**src/rtl/mux8_rr_arbiter_if.sv**
```systemverilog
// ---------------------------------------------------------------------------
// mux8_rr_arbiter_if
// Bundles the request/grant signals between the eight requesters and the
// round-robin arbiter that drives the shared 8-to-1 mux.
//   req   [7:0] : level request, one bit per requester
//   sel   [2:0] : granted index, drives mux S
//   en          : grant active, drives mux E
//   grant [7:0] : one-hot copy of the grant (0 when en = 0)
// Modports:
//   master : arbiter side (samples req, drives sel/en/grant)
//   slave  : requester side (drives req, observes sel/en/grant)
// ---------------------------------------------------------------------------
interface mux8_rr_arbiter_if;
  logic [7:0] req;
  logic [2:0] sel;
  logic       en;
  logic [7:0] grant;

  modport master (input req, output sel, output en, output grant);
  modport slave  (output req, input sel, input en, input grant);
endinterface

```
**src/rtl/mux8_rr_arbiter.sv**
```systemverilog
// ---------------------------------------------------------------------------
// mux8_rr_arbiter
// Round-robin arbiter/sequencer for the shared 8-to-1 mux. Each grant is held
// for at most HOLD_CYCLES cycles (shorter if the owner drops its request) and
// is always followed by one dead cycle with en = 0 for a clean handover.
// Ports:
//   clk  : sole clock, rising edge
//   rst  : synchronous, active-high reset
//   bus  : mux8_rr_arbiter_if.master (req in; sel/en/grant out, all registered)
// Parameter:
//   HOLD_CYCLES : max grant length in cycles, legal range 1..16
//
// state | meaning
// ------+-------------------------------------------------------------
// IDLE  | no grant (en = 0); search req from ptr upward each edge
// GRANT | requester sel owns the mux (en = 1); count hold cycles
// ---------------------------------------------------------------------------
module mux8_rr_arbiter #(
  parameter int HOLD_CYCLES = 4
) (
  input  logic                      clk,
  input  logic                      rst,
  mux8_rr_arbiter_if.master         bus
);

  localparam int CNT_W = (HOLD_CYCLES > 1) ? $clog2(HOLD_CYCLES) : 1;
  localparam logic [CNT_W-1:0] CNT_MAX = CNT_W'(HOLD_CYCLES - 1);

  typedef enum logic {IDLE = 1'b0, GRANT = 1'b1} state_t;

  state_t           state_q, state_d;
  logic [2:0]       sel_q, sel_d;
  logic [2:0]       ptr_q, ptr_d;
  logic [CNT_W-1:0] cnt_q, cnt_d;
  logic             en_q, en_d;
  logic [7:0]       grant_q, grant_d;

  logic             found;
  logic [2:0]       pick;
  logic [2:0]       idx;

  // Rotating priority search: walk offsets from 7 down to 0 so the last
  // hit written is the one closest to ptr (lowest index at/above ptr, with wrap).
  always_comb begin
    found = 1'b0;
    pick  = 3'd0;
    idx   = 3'd0;
    for (int i = 7; i >= 0; i--) begin
      idx = ptr_q + 3'(i);
      if (bus.req[idx]) begin
        found = 1'b1;
        pick  = idx;
      end
    end
  end

  always_comb begin
    state_d = state_q;
    sel_d   = sel_q;
    ptr_d   = ptr_q;
    cnt_d   = cnt_q;

    case (state_q)
      IDLE: begin
        if (found) begin
          state_d = GRANT;
          sel_d   = pick;
          cnt_d   = '0;
          ptr_d   = pick + 3'd1;
        end
      end
      GRANT: begin
        if (!bus.req[sel_q] || (cnt_q == CNT_MAX)) begin
          state_d = IDLE;
          cnt_d   = '0;
        end else begin
          cnt_d = cnt_q + CNT_W'(1);
        end
      end
      default: begin
        state_d = IDLE;
        cnt_d   = '0;
      end
    endcase

    // Outputs are registered from the next state so they change on the
    // same edge as the state itself.
    en_d    = (state_d == GRANT);
    grant_d = en_d ? (8'b1 << sel_d) : 8'h00;
  end

  always_ff @(posedge clk) begin
    if (rst) begin
      state_q <= IDLE;
      sel_q   <= 3'd0;
      ptr_q   <= 3'd0;
      cnt_q   <= '0;
      en_q    <= 1'b0;
      grant_q <= 8'h00;
    end else begin
      state_q <= state_d;
      sel_q   <= sel_d;
      ptr_q   <= ptr_d;
      cnt_q   <= cnt_d;
      en_q    <= en_d;
      grant_q <= grant_d;
    end
  end

  assign bus.sel   = sel_q;
  assign bus.en    = en_q;
  assign bus.grant = grant_q;

endmodule

```
**src/flat_wrapper.sv**
```systemverilog
// flat-port wrapper written by rule: the top's interface ports become plain ports
module mux8_rr_arbiter_flat 
#(
  parameter int HOLD_CYCLES = 4
)
  (clk, rst, bus_req, bus_sel, bus_en, bus_grant);
  mux8_rr_arbiter_if bus_i ();
  input  logic clk;
  input  logic rst;
  input wire logic [$bits(bus_i.req)-1:0] bus_req;
  output wire logic [$bits(bus_i.sel)-1:0] bus_sel;
  output wire logic [$bits(bus_i.en)-1:0] bus_en;
  output wire logic [$bits(bus_i.grant)-1:0] bus_grant;
  assign bus_i.req = bus_req;
  assign bus_sel = bus_i.sel;
  assign bus_en = bus_i.en;
  assign bus_grant = bus_i.grant;
  mux8_rr_arbiter #(.HOLD_CYCLES(HOLD_CYCLES)) u_core (.clk(clk), .rst(rst), .bus(bus_i));
endmodule
```
**config.mk**
```make
export PLATFORM = sky130hd
export DESIGN_NAME = mux8_rr_arbiter_flat
export DESIGN_NICKNAME = d
export VERILOG_FILES = /design/src/rtl/mux8_rr_arbiter_if.sv /design/src/rtl/mux8_rr_arbiter.sv /design/src/flat_wrapper.sv
export SDC_FILE = /design/constraint.sdc
export NUM_CORES = 1
export LEC_CHECK = 0
export ABC_AREA = 1
export CAP_MARGIN = 20
export CORE_MARGIN = 4
export CORE_UTILIZATION = 50
export DETAILED_ROUTE_END_ITERATION = 8
export GPL_TIMING_DRIVEN = 0
export PLACE_DENSITY_LB_ADDON = 0.12
export SLEW_MARGIN = 20
export SYNTH_ARGS = -nofsm -noshare
export SYNTH_HDL_FRONTEND = slang
export SYNTH_SLANG_ARGS = --single-unit
```
**constraint.sdc**
```tcl
create_clock -name clk -period 2.9 [get_ports clk]
set_input_delay 0.29 -clock clk [delete_from_list [all_inputs] [get_ports clk]]
set_output_delay 0.29 -clock clk [all_outputs]
set_load 0.02 [all_outputs]
```
==> out/results.txt, run 1 <==
FF+latch count, synth -> 17
CTS Buffer Depth -> 2
port buffer count -> 20
Post-Syn Nets -> 232
cell accounting for the most synthesized area -> dfxtp_1
Max Freq -> 380 MHz
hold_buf cts -> 0
register area -> 340 µm²
CP Capture Type -> register
1st-pass router iterations -> 5
area of the multi-input gates -> 887 µm²
CP Launch Type -> register
final hold viol count -> 0
Ports -> 22
Critical Path Fanout Max -> 10
# nets final -> 257
via/cell ratio -> 5.25
minimum clock period -> 2630 ps
WHS Path Cells -> 2
CP Data Arrival Time -> 2830 ps
Sum Neg Setup Slack -> 0 ps
Setup CP Type -> reg -> reg
Slew HR -> 0.758
EDFF count, synth -> 0
FFs w/ async S/R, synth -> 0
Power Density -> 1290 nW/µm²
R2R cell count -> 16
crit path cell chain -> buf_6 -> inv_2 -> buf_6 -> ha_1 -> inv_2 -> nand3_2 -> and2_4 -> a21o_1 -> nor2_4 -> nand4_4 -> nand2_4 -> inv_4 -> nand2_1 -> o21ai_1 -> nand2_1 -> nor2_1
status -> finished clean
RSZ-0062 raised after global routing -> no
Root Buffer -> clkbuf_4
synthesized area -> 1350 µm²
synth unique cells -> 29
initial DRC count -> 63
Post-DP HPWL -> 2660 µm
Synth Instances -> 219
Worst R2R Setup Slack -> 270 ps
drt wl/cell -> 11.7 µm
vias in the first global route -> 1302
# rows -> 18
max-slew violations -> 0
r2r startpoint -> u_core.ptr_q[0]
DRT Wirelength -> 3200 µm
syn avg cell area -> 6.17 µm²
routability congestion estimate -> 0.930
post-synthesis sequential area ratio -> 0.252
clock skew -> 9.37 ps
HP Start -> rst
Synth area leaders -> dfxtp_1 25%, nand2_1 19%, nand3_1 13%
Post-synth top cells -> 69 x nand2_1, 35 x nand3_1, 19 x inv_1
critical path data required time -> 3100 ps
post-route ant nets -> 0
Num Clock Sinks -> 17
postcts setup bufs -> 0
Core Area -> 2520 µm²
Die Width -> 60.0 µm
Die Ht -> 60.0 µm
first-pass GRT wire length -> 5590 µm
Slew @ Worst Pin -> 363 ps
DRC -> 0
total global-route track usage -> 0.205
synth-to-layout area growth -> 19.6%
max cap viols -> 0
final setup fails -> 0
top-area cell type share of the netlist area -> 0.252
Worst VDD drop -> 0.970 mV
Leak -> 0.776 nW
Hold Path Class -> in -> reg
DIE AREA -> 3600 µm²
filler instances -> 263
slowest stage delay, CP -> 400 ps
Final Cycle Share -> 0.908
total CTS buffers -> 3
Pwr Total -> 0.00208 W
largest net degree at the start of global routing -> 11
clock slew at reported path FFs -> 100 ps
TritonCTS clock tree -> done
initial antenna violation count -> 0
H-tree depth reported by CTS -> 1
Worst-Skew Late Latency -> 300 ps
worst r2r dst -> u_core.bus.grant[4]
main flop type after synthesis -> dfxtp_1
most frequent cell after synthesis -> nand2_1
antenna cells -> 0
Yosys Warn Count -> 0
total vias in the final route -> 1432
Initial Util -> 0.536
share of cells above drive strength 1 -> 0.136
WHS Endpoint -> u_core.bus.sel[0]
Crit-path slowest cell -> ha_1
grt total ovfl -> 0
## kinds of logic after synthesis
group | count (synthesis) | share of synthesized area
adder cells (fa/ha/maj) | 3 | 0.0278
AO/OA/AOI/OAI | 30 | 0.131
flip-flops | 17 | 0.252
AND/OR/NAND/NOR | 140 | 0.492
XOR/XNOR | 1 | 0.00648
buffers and inverters | 28 | 0.0917
## worst max path at each step
stage                    startpoint             endpoint  depth (start not counted)
floorplan           u_core.ptr_q[0]  u_core.bus.grant[4]                         16
global placement    u_core.ptr_q[0]  u_core.bus.grant[4]                         16
detailed placement  u_core.ptr_q[0]  u_core.bus.grant[4]                         16
CTS                 u_core.ptr_q[0]  u_core.bus.grant[4]                         15
global route        u_core.ptr_q[0]  u_core.bus.grant[7]                         15
finish              u_core.ptr_q[0]  u_core.bus.grant[4]                         16
## cells in the final DEF, fill, tap and decap left out, drive strengths merged
master	n
nand2	76
nand3	40
inv	24
clkdlybuf4s50	20
nor2	19
dfxtp	17
a21oi	17
o21ai	8
buf	4
ha	3
clkbuf	3
and2	3
a21o	2
o22ai	2
xnor2	1
nand3b	1
nand4	1
o211ai	1
clkinv	1
## area by class of cell
cell class | instances | area share
well taps | 30 | 0.0232
plain buffers | 4 | 0.0193
flip-flops and latches | 17 | 0.211
repair buffers | 20 | 0.124
multi-input cells | 174 | 0.549
clock buffers | 3 | 0.0139
inverters | 24 | 0.0573
clock inverters | 1 | 0.00310
## report_power, final
| group | internal, W | switching, W |
|---|---|---|
| sequential | 0.000309 | 0.0000531 |
| clock | 0.0000515 | 0.0000775 |
| combinational | 0.000577 | 0.00101 |
| total | 0.000937 | 0.00114 |
## timing repair
action                     in CTS  in global routing
setup endpoints to repair       0                  2
resized for setup               0                  1
hold endpoints to repair        0                  0
## flip-flops by register name, indices dropped and copies added, names as in the netlist
signal and flops:
u_core.bus.grant 8, u_core.bus.sel 3, u_core.ptr_q 3, u_core.cnt_q 2, u_core.state_q 1
## worst max-delay path, delay by kind of cell (launching register included)
| family | cells | cell delay [ps] |
|---|---|---|
| simple gates | 8 | 920 |
| buf+inv | 5 | 570 |
| fa+ha+maj | 1 | 400 |
| flops | 1 | 360 |
| compound gates | 2 | 290 |
## metrics by stage
stage | hold slack, ps | instances | utilization | cell area [µm²] | worst slack (ps)
3_3_place_gp | 451 | 269 | 0.630 | 1590 | 159
6_report | 325 | 273 | 0.641 | 1620 | 266
5_1_grt | 368 | 273 | 0.641 | 1620 | 78.6
3_5_place_dp | 455 | 269 | 0.630 | 1590 | 180
4_1_cts | 320 | 273 | 0.641 | 1620 | 160
2_1_floorplan | 432 | 219 | - | 1350 | 543
## layer usage
metal | vias to the layer above | GRT usage | share of wire
met2 | 38 | 0.343 | 0.48
li1 | 763 | - | -
met5 | - | 0 | 0
met4 | 0 | 0.104 | 0.022
met3 | 7 | 0.0302 | 0.039
met1 | 624 | 0.252 | 0.46
(Power assumes the default switching activity.)
==> run 2, diff against run 1 <==
CORE_UTILIZATION = 53   (was 50)
SLEW_MARGIN = 40   (was 20)
==> run 2 against run 1 <==
Effect of this change:
- worst hold slack gained 29 ps
- power grew 0.23%
- largest power group unchanged
- sequential share of layout area decreased by 0.097 points
- largest cell class unchanged
==> out/results.txt, run 2 (same netlist as run 1, synthesis figures left out) <==
1st-pass router iterations -> 4 (-1)
total global-route track usage -> 0.208 (+0.00324)
final core utilization -> 0.662 (+0.0207)
status -> finished clean
Placed Area -> 1590 µm² (unchanged)
Slew @ Worst Pin -> 370 ps (+7.11 ps)
CP Data Arrival Time -> 2810 ps (-20 ps)
CP Launch Type -> register
largest net degree at the start of global routing -> 11 (unchanged)
Sum Neg Setup Slack -> 0 ps (unchanged)
vias in the first global route -> 1352 (+3.8%)
Die Ht -> 58.5 µm (-2.5%)
Initial Util -> 0.550 (+0.0147)
HP Start -> rst
total vias in the final route -> 1435 (+0.21%)
first-pass GRT wire length -> 5550 µm (-0.75%)
initial antenna violation count -> 0 (unchanged)
synth-to-layout area growth -> 20.2%
port buffer count -> 20 (unchanged)
# nets final -> 258 (+0.39%)
DIE AREA -> 3420 µm² (-4.9%)
CP Capture Type -> register
max-slew violations -> 0 (unchanged)
critical path data required time -> 3090 ps (about the same)
H-tree depth reported by CTS -> 1 (unchanged)
Leak -> 0.781 nW (+0.59%)
worst setup path end -> u_core.bus.grant[6]
Setup CP Type -> reg -> reg
post-route ant nets -> 0 (unchanged)
CTS Buffer Depth -> 2 (unchanged)
final hold viol count -> 0 (unchanged)
total CTS buffers -> 3 (unchanged)
Power Density -> 1280 nW/µm² (-0.23%)
DRT Wirelength -> 3220 µm (+0.56%)
drt wl/cell -> 11.7 µm (+0.20%)
worst r2r dst -> u_core.bus.grant[6]
Worst VDD drop -> 0.855 mV (-12%)
r2r startpoint -> u_core.ptr_q[0]
Hold Path Class -> in -> reg
WHS Path Cells -> 2 (unchanged)
grt total ovfl -> 0 (unchanged)
commonest non-fill, non-tap cell in the layout -> nand2_1
Core Area -> 2450 µm² (-2.7%)
initial DRC count -> 82 (+30%)
via/cell ratio -> 5.24 (-0.16%)
CP Launch Point -> u_core.ptr_q[0]
RSZ-0062 raised after global routing -> no
final setup fails -> 0 (unchanged)
clock skew -> 1.16 ps (-8.21 ps)
most frequent cells in the layout -> 69 x nand2_1, 35 x nand3_1, 20 x clkdlybuf4s50_1, 18 x inv_1
Post-DP HPWL -> 2720 µm (+2.3%)
Slew HR -> 0.753 (-0.00474)
minimum clock period -> 2620 ps (-15.2 ps)
Num Clock Sinks -> 17 (unchanged)
TritonCTS clock tree -> done
Critical Path Fanout Max -> 10 (unchanged)
Die Width -> 58.5 µm (-2.5%)
Final Cell Area -> 1620 µm² (+0.46%)
Finished Layout Cells -> 274 (+0.37%)
antenna cells -> 0 (unchanged)
DRC -> 0 (unchanged)
routability congestion estimate -> 0.999 (+7.4%)
Ports -> 22 (unchanged)
Worst-Skew Late Latency -> 290 ps (about the same)
Worst R2R Setup Slack -> 280 ps (+20 ps)
Largest register FFs -> 8 (unchanged)
worst hold margin -> 354 ps (+28.8 ps)
clock slew at reported path FFs -> 90 ps (about the same)
R2R cell count -> 16 (unchanged)
Root Buffer -> clkbuf_4
share of cells above drive strength 1 -> 0.139 (+0.00354)
Max Freq -> 382 MHz (+0.58%)
# rows -> 18 (unchanged)
max cap viols -> 0 (unchanged)
Final Cycle Share -> 0.903 (-0.00524)
Placed Instances -> 269 (unchanged)
[run 2: cell count changes in the layout (fill, tap and decap cells not counted)]
cell | before | now
buf_4 | 0 | 1
[run 2: per-layer routing]
metal	wire length, µm	track usage	part of all wire
met2	1600	0.378	0.50
met3	71	0.0241	0.022
met5	0	0	0
met4	72	0.0894	0.022
met1	1480	0.243	0.46
[run 2: area by class of cell]
cell class,count,area [µm²]
Multi-Input combinational cell,174,887
Fill cell,248,831
Sequential cell,17,340
Timing Repair Buffer,21,208
Inverter,24,92.6
Tap cell,30,37.5
Buffer,4,31.3
Clock buffer,3,22.5
Clock inverter,1,5.00
[run 2: what timing repair did]
| action | CTS | global route |
|---|---|---|
| endpoints found under the setup margin | 0 | 8 |
| hold buffers | 0 | 0 |
| buffers inserted | 0 | 1 |
| gates resized for setup | 0 | 1 |
[run 2: per-stage QoR]
stage	power, W	setup WS (ps)
CTS	0.00208	132
floorplan	0.00159	543
finish	0.00208	281
global route	0.00231	49.9
detailed placement	0.00195	149
global placement	0.00193	152
[run 2: report_power, final]
group	switching (W)	internal [W]	leakage [nW]
logic	0.00101	0.000588	0.624
registers	0.0000532	0.000309	0.139
clock network	0.0000714	0.0000513	0.0177
total	0.00114	0.000948	0.781
[run 2: worst min-delay path by stage]
| stage | endpoint |
|---|---|
| 2_1_floorplan | u_core.cnt_q[0] |
| 3_3_place_gp | u_core.cnt_q[1] |
| 3_5_place_dp | u_core.cnt_q[1] |
| 4_1_cts | u_core.bus.sel[0] |
| 5_1_grt | u_core.bus.sel[1] |
| 6_report | u_core.bus.sel[0] |
[run 2: worst max-delay path, cell delays in order, from the launching register on]
cell     delay [ps]
dfxtp_1         370
buf_6           140
inv_2            40
buf_6           140
ha_1            400
inv_2           130
nand3_2          90
and2_4          150
a21o_1          210
nor2_4          130
nand4_4         110
nand2_4         140
inv_4            80
nand2_1         100
o21ai_1          90
nand2_1         140
nor2_1           60
